$ cat src/rtl/flash_audio_sequencer_pkg.sv
// Shared definitions for the flash audio sequencer: FSM states, direction command bit
// positions, data widths and the keyboard codes the keyboard FSM turns into commands.
package flash_audio_sequencer_pkg;

    localparam int DIR_PLAY_BIT = 1;
    localparam int DIR_FWD_BIT  = 0;

    localparam int WORD_W   = 32;
    localparam int SAMPLE_W = 16;

    localparam logic [3:0] BYTEENABLE_ALL = 4'b1111;

    typedef enum logic [2:0] {
        ST_IDLE       = 3'd0,
        ST_REQ        = 3'd1,
        ST_WAIT_DATA  = 3'd2,
        ST_SAMPLE_A   = 3'd3,
        ST_WAIT_TICK2 = 3'd4,
        ST_SAMPLE_B   = 3'd5
    } seq_state_e;

    // ASCII keys decoded upstream: E play, D pause, F forward, B backward, R restart.
    typedef enum logic [7:0] {
        KEY_B = 8'h42,
        KEY_D = 8'h44,
        KEY_E = 8'h45,
        KEY_F = 8'h46,
        KEY_R = 8'h52
    } kbd_key_e;

    function automatic logic [SAMPLE_W-1:0] pick_half(input logic [WORD_W-1:0] word,
                                                      input logic              low_half);
        return low_half ? word[SAMPLE_W-1:0] : word[WORD_W-1:SAMPLE_W];
    endfunction

endpackage

$ cat src/rtl/flash_audio_sequencer_wrap_addr_counter.sv
// Up/down word-address counter with synchronous load that wraps between MAX_ADDR and 0.
module wrap_addr_counter #(
    parameter int unsigned       ADDR_W   = 23,
    parameter logic [ADDR_W-1:0] MAX_ADDR = 23'h7FFFF
) (
    input  logic              clk,
    input  logic              rst,
    input  logic              load_en,
    input  logic [ADDR_W-1:0] load_addr,
    input  logic              step_en,
    input  logic              step_up,
    output logic [ADDR_W-1:0] addr
);

    logic [ADDR_W-1:0] addr_q;
    logic [ADDR_W-1:0] addr_d;

    // Load has priority so a restart always overrides a pending step.
    always_comb begin
        addr_d = addr_q;
        if (load_en) begin
            addr_d = load_addr;
        end else if (step_en) begin
            if (step_up) begin
                addr_d = (addr_q == MAX_ADDR) ? '0 : addr_q + ADDR_W'(1);
            end else begin
                addr_d = (addr_q == '0) ? MAX_ADDR : addr_q - ADDR_W'(1);
            end
        end
    end

    always_ff @(posedge clk or posedge rst) begin
        if (rst) begin
            addr_q <= '0;
        end else begin
            addr_q <= addr_d;
        end
    end

    assign addr = addr_q;

endmodule

$ cat src/rtl/flash_audio_sequencer.sv
// Reads 32-bit words from the audio flash and plays them out as two 16-bit samples on
// successive sample ticks, following the keyboard play/pause/direction/restart command.
module flash_audio_sequencer #(
    parameter int unsigned       ADDR_W   = 23,
    parameter logic [ADDR_W-1:0] MAX_ADDR = 23'h7FFFF
) (
    input  logic              clk,
    input  logic              reset,
    input  logic [1:0]        direction,
    input  logic              restart,
    input  logic              sample_tick,
    input  logic              flash_waitrequest,
    input  logic              flash_readdatavalid,
    input  logic [31:0]       flash_readdata,
    output logic              flash_read,
    output logic [ADDR_W-1:0] flash_address,
    output logic [3:0]        flash_byteenable,
    output logic [15:0]       audio_sample,
    output logic              sample_valid,
    output logic [2:0]        dbg_state
);

    import flash_audio_sequencer_pkg::*;

    // Avalon read: the request is taken on a cycle where flash_read=1 and
    // flash_waitrequest=0; exactly one readdatavalid beat follows later.

    seq_state_e          state_q, state_d;
    logic [WORD_W-1:0]   word_q, word_d;
    logic                word_dir_q, word_dir_d;
    logic [SAMPLE_W-1:0] audio_sample_q, audio_sample_d;
    logic                sample_valid_q, sample_valid_d;
    logic                flash_read_q, flash_read_d;
    logic                restart_pend_q, restart_pend_d;

    logic                addr_load;
    logic                addr_step;
    logic [ADDR_W-1:0]   restart_addr;
    logic                tick_play;

    assign tick_play    = sample_tick & direction[DIR_PLAY_BIT];
    assign restart_addr = direction[DIR_FWD_BIT] ? '0 : MAX_ADDR;

    always_comb begin
        state_d        = state_q;
        word_d         = word_q;
        word_dir_d     = word_dir_q;
        audio_sample_d = audio_sample_q;
        sample_valid_d = 1'b0;
        restart_pend_d = restart_pend_q;
        addr_load      = 1'b0;
        addr_step      = 1'b0;

        case (state_q)
            ST_IDLE: begin
                if (restart) begin
                    addr_load = 1'b1;
                end else if (tick_play) begin
                    state_d    = ST_REQ;
                    word_dir_d = direction[DIR_FWD_BIT];
                end
            end
            ST_REQ: begin
                // A read already on the bus cannot be withdrawn; remember the restart.
                if (restart) begin
                    restart_pend_d = 1'b1;
                end
                if (!flash_waitrequest) begin
                    state_d = ST_WAIT_DATA;
                end
            end
            ST_WAIT_DATA: begin
                if (flash_readdatavalid) begin
                    if (restart_pend_q || restart) begin
                        addr_load      = 1'b1;
                        restart_pend_d = 1'b0;
                        state_d        = ST_IDLE;
                    end else begin
                        word_d         = flash_readdata;
                        audio_sample_d = pick_half(flash_readdata, word_dir_q);
                        sample_valid_d = 1'b1;
                        state_d        = ST_SAMPLE_A;
                    end
                end else if (restart) begin
                    restart_pend_d = 1'b1;
                end
            end
            ST_SAMPLE_A: begin
                if (restart) begin
                    addr_load = 1'b1;
                    state_d   = ST_IDLE;
                end else begin
                    state_d = ST_WAIT_TICK2;
                end
            end
            ST_WAIT_TICK2: begin
                if (restart) begin
                    addr_load = 1'b1;
                    state_d   = ST_IDLE;
                end else if (tick_play) begin
                    audio_sample_d = pick_half(word_q, !word_dir_q);
                    sample_valid_d = 1'b1;
                    state_d        = ST_SAMPLE_B;
                end
            end
            ST_SAMPLE_B: begin
                // The step uses the direction latched for this word, not the live command.
                state_d = ST_IDLE;
                if (restart) begin
                    addr_load = 1'b1;
                end else begin
                    addr_step = 1'b1;
                end
            end
            default: begin
                state_d = ST_IDLE;
            end
        endcase

        flash_read_d = (state_d == ST_REQ);
    end

    always_ff @(posedge clk or posedge reset) begin
        if (reset) begin
            state_q        <= ST_IDLE;
            word_q         <= '0;
            word_dir_q     <= 1'b1;
            audio_sample_q <= '0;
            sample_valid_q <= 1'b0;
            flash_read_q   <= 1'b0;
            restart_pend_q <= 1'b0;
        end else begin
            state_q        <= state_d;
            word_q         <= word_d;
            word_dir_q     <= word_dir_d;
            audio_sample_q <= audio_sample_d;
            sample_valid_q <= sample_valid_d;
            flash_read_q   <= flash_read_d;
            restart_pend_q <= restart_pend_d;
        end
    end

    wrap_addr_counter #(
        .ADDR_W   (ADDR_W),
        .MAX_ADDR (MAX_ADDR)
    ) u_addr (
        .clk       (clk),
        .rst       (reset),
        .load_en   (addr_load),
        .load_addr (restart_addr),
        .step_en   (addr_step),
        .step_up   (word_dir_q),
        .addr      (flash_address)
    );

    assign flash_read       = flash_read_q;
    assign flash_byteenable = BYTEENABLE_ALL;
    assign audio_sample     = audio_sample_q;
    assign sample_valid     = sample_valid_q;
    assign dbg_state        = state_q;

endmodule

$ cat config.mk
export PLATFORM = sky130hd
export DESIGN_NAME = flash_audio_sequencer
export DESIGN_NICKNAME = d
export VERILOG_FILES = /design/src/rtl/flash_audio_sequencer_pkg.sv /design/src/rtl/flash_audio_sequencer_wrap_addr_counter.sv /design/src/rtl/flash_audio_sequencer.sv
export SDC_FILE = /design/constraint.sdc
export NUM_CORES = 1
export LEC_CHECK = 0
export ABC_AREA = 1
export CELL_PAD_IN_SITES_DETAIL_PLACEMENT = 0
export CELL_PAD_IN_SITES_GLOBAL_PLACEMENT = 2
export CORE_UTILIZATION = 32
export CTS_CLUSTER_DIAMETER = 40
export DETAILED_ROUTE_END_ITERATION = 7
export PLACE_DENSITY_LB_ADDON = 0.1
export SETUP_SLACK_MARGIN = 0.02
export SLEW_MARGIN = 0
export SYNTH_ARGS = -nofsm -noshare
export SYNTH_HDL_FRONTEND = slang
export SYNTH_SLANG_ARGS = --single-unit
$ cat constraint.sdc
create_clock -name clk -period 6.1 [get_ports clk]
set_input_delay 0.915 -clock clk [delete_from_list [all_inputs] [get_ports clk]]
set_output_delay 0.915 -clock clk [all_outputs]
set_load 0.005 [all_outputs]
# [After elaboration in Yosys (flattened, before gate mapping)]
# Index checks and enable logic that the tools add are counted.
[word_totals] ff_bits=78 inputBits=40 out_inout_bits=48 elab_cells=73
[op_classes] add_sub_neg=2 n_eq_ne=12 n_mux=37 n_bitwise=3 reduce_logical=11
[ops] operator="$mux 23" n=5
[ops] operator="$mux 16" n=6
[ops] operator="$pmux 16 s2" n=1
[ops] operator="$add 23x1->23 const B" n=1
[ops] operator="$eq 23x19->1 const B" n=1
[ops] operator="$logic_not 23->1" n=1
[ops] operator="$sub 23x1->23 const B" n=1
[ops] operator="$mux 3" n=7
[ops] operator="$mux 19" n=1
[ops] operator="$pmux 3 s5" n=1
[ops] operator="$mux 1" n=12
[ops] operator="$ne 2x2->1 const B" n=4
[ops] operator="$eq 3x1->1 const B" n=2
[ops] operator="$eq 3x2->1 const B" n=2
[ops] operator="$eq 3x3->1 const B" n=2
[ops] operator="$pmux 1 s2" n=3
[ops] operator="$reduce_and 3->1" n=2
[ops] operator="$reduce_bool 2->1" n=3
[ops] operator="$reduce_and 5->1" n=1
[ops] operator="$reduce_or 4->1" n=1
[ops] operator="$logic_not 3->1" n=1
[ops] operator="$ne 3x3->1 const B" n=1
[ops] operator="$mux 2" n=1
[ops] operator="$not 1->1" n=2
[ops] operator="3 further kinds" n=3

# [Depth between registers and ports, before layout]
[depth] ltp_word=5 ltp_mapped=12 depth_no_buf=11

# [Cells and area by module]
# A second synthesis with hierarchy kept.
[hier_totals] hier_cells=906 area_unflattened_um2=5848.1
[modules_own_cells] module="flash_audio_sequencer" instances=1 cells_each=418 area_per_inst_um2=2995.4 seq_area_each_um2=1377.6
[modules_own_cells] module="wrap_addr_counter" instances=1 cells_each=488 area_per_inst_um2=2852.7 seq_area_each_um2=575.6

# [Worst setup path after synthesis]
# OpenSTA, ideal clock, no wires.
[synth_path] kind="input-to-reg" from="input port restart" to="register word_q[22]" setup_ns=0.128 t_arrival_ns=1.789 required_time_ns=5.972 slack_ns=4.183 path_stages=6 path_buffers=1 path_cell_list="nor2_1 -> inv_1 -> nor2_1 -> nand2_1 -> buf_2 -> mux2_1"
[synth_via] elab_chain_len=3
[synth_lines] element="from (decl)" line_no="flash_audio_sequencer.sv:10" text="input logic restart,"
[synth_lines] element="$logic_or 1x1->1" line_no="flash_audio_sequencer.sv:74" text="if (restart_pend_q || restart) begin"
[synth_lines] element="$not 1->1 (no line)"
[synth_lines] element="$reduce_and 3->1 (no line)"
[synth_lines] element="to (signal assigned)" line_no="flash_audio_sequencer.sv:134" text="word_q <= word_d;"
[synth_lines] element="to (decl)" line_no="flash_audio_sequencer.sv:29" text="logic [WORD_W-1:0] word_q, word_d;"
# No other way between the ends.
# A chain may end at the register's enable or synchronous reset.

# [Worst setup path in the final report]
[layout_path] from="input port restart" to="register u_addr.addr_q[7], in the netlist u_addr.addr[7]"
[layout_via] elab_chain_len=5 word_cells_on_any_way=9 classes_between="mux: 7; reduce/logical: 2"
[layout_lines] element="$logic_or 1x1->1" line_no="flash_audio_sequencer.sv:74"
[layout_lines] element="$mux 1" line_no="flash_audio_sequencer.sv:74"
[layout_lines] element="$mux 1" line_no="flash_audio_sequencer.sv:73" text="if (flash_readdatavalid) begin"
[layout_lines] element="$pmux 1 s2" line_no="flash_audio_sequencer.sv:54" text="case (state_q)"
[layout_lines] element="$mux 23 or $reduce_bool 2->1 (tied branches)"
[layout_lines] element="to (signal assigned)" line_no="flash_audio_sequencer_wrap_addr_counter.sv:36" text="addr_q <= addr_d;"
[layout_lines] element="to (decl)" line_no="flash_audio_sequencer_wrap_addr_counter.sv:15" text="logic [ADDR_W-1:0] addr_q;"
# Several ways; a longest one is shown, not always the timed one.

==> tab_implementation.tex <==
\begin{tabular}{lr}
\hline
Metric & Value \\
\hline
\multicolumn{2}{l}{\textbf{Final layout}} \\
Layout Nets & around 870 \\
Post-layout util & between 40\% and 50\% \\
Area Growth Syn to Fin & 22.2\% \\
Area of the multi-input gates & 0.00288 sq mm \\
Layout cells sized above 1 & 8.94\% \\
Post-route cell area & roughly 0.0065 sq mm \\
Fill cell count & between 1500 and 2000 \\
Sequential standard cell area & between 0.0015 and 0.002 sq mm \\
Antenna Cells & 0 \\
\multicolumn{2}{l}{\textbf{Synthesis}} \\
Post-synthesis average cell area & around 7 sq um \\
Most common cell in the synthesized netlist & nand2\_1 \\
Sequential area share after synthesis & 36.6\% \\
Cells taking the most area after synthesis & dfrtp\_1 36\%, nand2\_1 15\%, nor2\_1 7.6\% \\
Number of enable flip-flop cells after synthesis & 0 \\
Synthesized area & 0.00534 sq mm \\
Largest area contributor in the synthesized netlist & dfrtp\_1 \\
Warnings from Yosys & 0 \\
Unique cell type count in the Yosys netlist & around 40 \\
Post-synthesis sequential element count & 78 \\
Number of cells produced by synthesis & 765 \\
Synth cell count leaders & 212 x nand2\_1, 108 x nor2\_1, 77 x dfrtp\_1 \\
Post-synth top flop & dfrtp\_1 \\
Async set-reset flop share out of synthesis & 100\% \\
Area share of the leading cell type in the synthesized netlist & between 30\% and 40\% \\
\multicolumn{2}{l}{\textbf{Timing}} \\
Sum of negative setup slack & 0 ns \\
Peak Freq & 343 MHz \\
Clock Skews & approximately 0.011 ns \\
Worst relative slew slack & between 30\% and 40\% \\
Unrepaired setup endpoints after global routing & no \\
Hold Violations, Final & 0 \\
Final cycle utilization of the critical path & 47.8\% \\
Number of pins exceeding their max-slew limit in the final report & 0 \\
Time the worst path needs with I/O delays and setup & roughly 3 ns \\
Number of setup violations in the final report & 0 \\
Worst-Margin Slew & 1.03 ns \\
\multicolumn{2}{l}{\textbf{Floorplanning}} \\
Effective utilization at floorplan & 33.2\% \\
Floorplan die height & 131 um \\
Die X & roughly 130 um \\
I/O pin count & 88 \\
Die Area & 0.0172 sq mm \\
Site Rows & 46 \\
Core area & between 0.015 and 0.02 sq mm \\
\multicolumn{2}{l}{\textbf{Global routing}} \\
Global-route wire length before repair & between 20000 and 30000 um \\
Total overflow reported by the global router & 0 \\
Pin count of the biggest net entering global routing & 79 \\
Number of antenna violations at the first check in global routing & 0 \\
Tot GR Track Use & between 15 and 20\% \\
Vias in the first global route & 5036 \\
\multicolumn{2}{l}{\textbf{Drt}} \\
Total wirelength of the detailed-routed design & approximately 17000 um \\
TritonRoute pass-1 iters & 5 \\
Average via count per standard cell & 4.98 \\
DRC & 0 \\
DRC violation total after the first TritonRoute iteration & $\sim$350 \\
Count of nets left with antenna violations after detail routing & 0 \\
Average routed wire per standard cell & around 16 um \\
Vias after detailed routing & between 5000 and 6000 \\
\multicolumn{2}{l}{\textbf{Power}} \\
Power Density & 469 mW/mm\^{}2 \\
IR drop worst, VDD & 0.000483 V \\
Static Leak & 0.00301 uW \\
\multicolumn{2}{l}{\textbf{Hold path}} \\
Hold crit path type & reg2reg \\
Hold worst-path end & word\_q[31] \\
Cell depth of the worst hold path & 2 \\
Startpoint of the most critical hold path & word\_q[31] \\
\multicolumn{2}{l}{\textbf{Setup path}} \\
Critical Path Source Type & input port \\
Critical path endpoint category & flip-flop \\
Largest fanout on the critical path & 22 \\
Critical path class & in2reg \\
Beginning of the worst register-to-register path & dbg\_state[0] \\
Number of cells on the worst reg-to-reg path & 8 \\
Crit path required time & around 6.3 ns \\
R2R Setup Slk & 3.34 ns \\
End of the worst register-to-register path & u\_addr.addr[7] \\
Arr. time, crit path & between 3 and 4 ns \\
Critical path origin & restart \\
\multicolumn{2}{l}{\textbf{Placement}} \\
Routability cong. & just over 0.8 \\
Area after detailed placement & approximately 0.0062 sq mm \\
Final HPWL from detailed placement & 11500 um \\
\# port buffers & just over 80 \\
\multicolumn{2}{l}{\textbf{Job}} \\
Maximum Capacitance Violations & 0 \\
\multicolumn{2}{l}{\textbf{Clocking}} \\
CTS clk-pin slew, worst paths & around 0.060 ns \\
Max Root-Sink Buffers & 2 \\
Total setup buffers inserted after CTS & 0 \\
CTS-repair resized insts & 0 \\
CTS hold repair buffers & 0 \\
Buffer cell driving the clock tree root & clkbuf\_16 \\
Worst-skew pair later-pin latency & about 0.34 ns \\
Deepest level of the CTS H-tree & 3 \\
Clock sink count & 78 \\
TritonCTS clock tree & done \\
Cts bufs inserted & 9 \\
\multicolumn{2}{l}{\textbf{Run status}} \\
Run status & complete, no violations \\
\hline
\end{tabular}
layout by cell type, fill, tap and decap left out, types with 3 or more instances in the layout:
master,synthesis,routed
nor2_2,15,15
inv_1,65,64
nor2_4,5,5
nand2_2,8,8
a31oi_1,16,16
nor2_1,108,108
nand3_2,7,7
a21oi_1,7,7
o21ai_0,46,46
o211ai_1,18,18
clkdlybuf4s50_1,0,83
nand4_1,15,15
dfrtp_1,77,77
mux2_1,8,8
ha_1,3,3
o21ai_1,7,7
inv_2,5,5
xor2_1,5,5
nor3_1,3,3
nand3b_1,3,3
conb_1,1,4
mux2_2,8,8
buf_4,12,5
nand3_1,52,52
nand2_1,212,212
or3_1,16,16
clkbuf_16,0,9
cell families (layout without fill, tap and decap cells):
family	count (synthesis)	after routing	synth area share [%]
buf+inv	114	174	9.84
flops	78	78	36.6
fa+ha+maj	3	3	0.703
simple gates	448	448	37.7
compound gates	100	100	11.0
mux	16	16	3.37
xor+xnor	5	5	0.820
other cells	1	4	0.0702
worst max-delay path: stages:
cell	delay, ns
clkdlybuf4s50_1	0.50
nor2_1	0.15
buf_4	0.29
inv_1	0.07
nand3_1	0.57
nand2_2	0.37
o21ai_0	0.17
nand2_1	0.08
where the power goes:
| part | total, uW | switching, uW | internal (uW) |
|---|---|---|---|
| Sequential | 1050 | 300 | 752 |
| Clock | 549 | 229 | 320 |
| Combinational | 1460 | 823 | 640 |
through the flow:
stage / hold slack, ns / worst slack [ns] / cells / power (uW)
CTS: 0.491 / 3.17 / 1044 / 3100
finish: 0.490 / 3.19 / 1044 / 3060
detailed placement: 0.475 / 2.82 / 1028 / 2530
floorplan: 0.453 / 3.19 / 768 / 1980
global placement: 0.467 / 2.94 / 1028 / 2500
global route: 0.512 / 2.92 / 1044 / 3340
state kept, by name, summed over array words and instances, names as in the netlist:
signal          count
flash_read          1
restart_pend_q      1
u_addr.addr        23
word_q             32
sample_valid        1
dbg_state           3
audio_sample       16
word_dir_q          1
worst max path at each step:
stage / to
after floorplan: audio_sample[0]
after global placement: u_addr.addr[13]
after detailed placement: u_addr.addr[14]
after CTS: u_addr.addr[14]
after global routing: u_addr.addr[15]
final: u_addr.addr[7]
per-layer routing:
layer	GRT usage, %	vias up	part of all wire [%]
met4	5.56	0	1.2
met1	27.9	2449	49
li1	-	2595	-
met2	32.0	142	45
met3	2.58	11	4.6
met5	0	-	0
layout make-up:
| type | count | area share (%) |
|---|---|---|
| multi-input combinational | 576 | 44.0 |
| sequential | 78 | 29.9 |
| timing repair buffer | 88 | 13.3 |
| tap | 216 | 4.14 |
| inverter | 70 | 4.04 |
| clock buffer | 10 | 3.51 |
| clock inverter | 6 | 1.05 |
No activity file was read; power rests on OpenSTA's default activity.
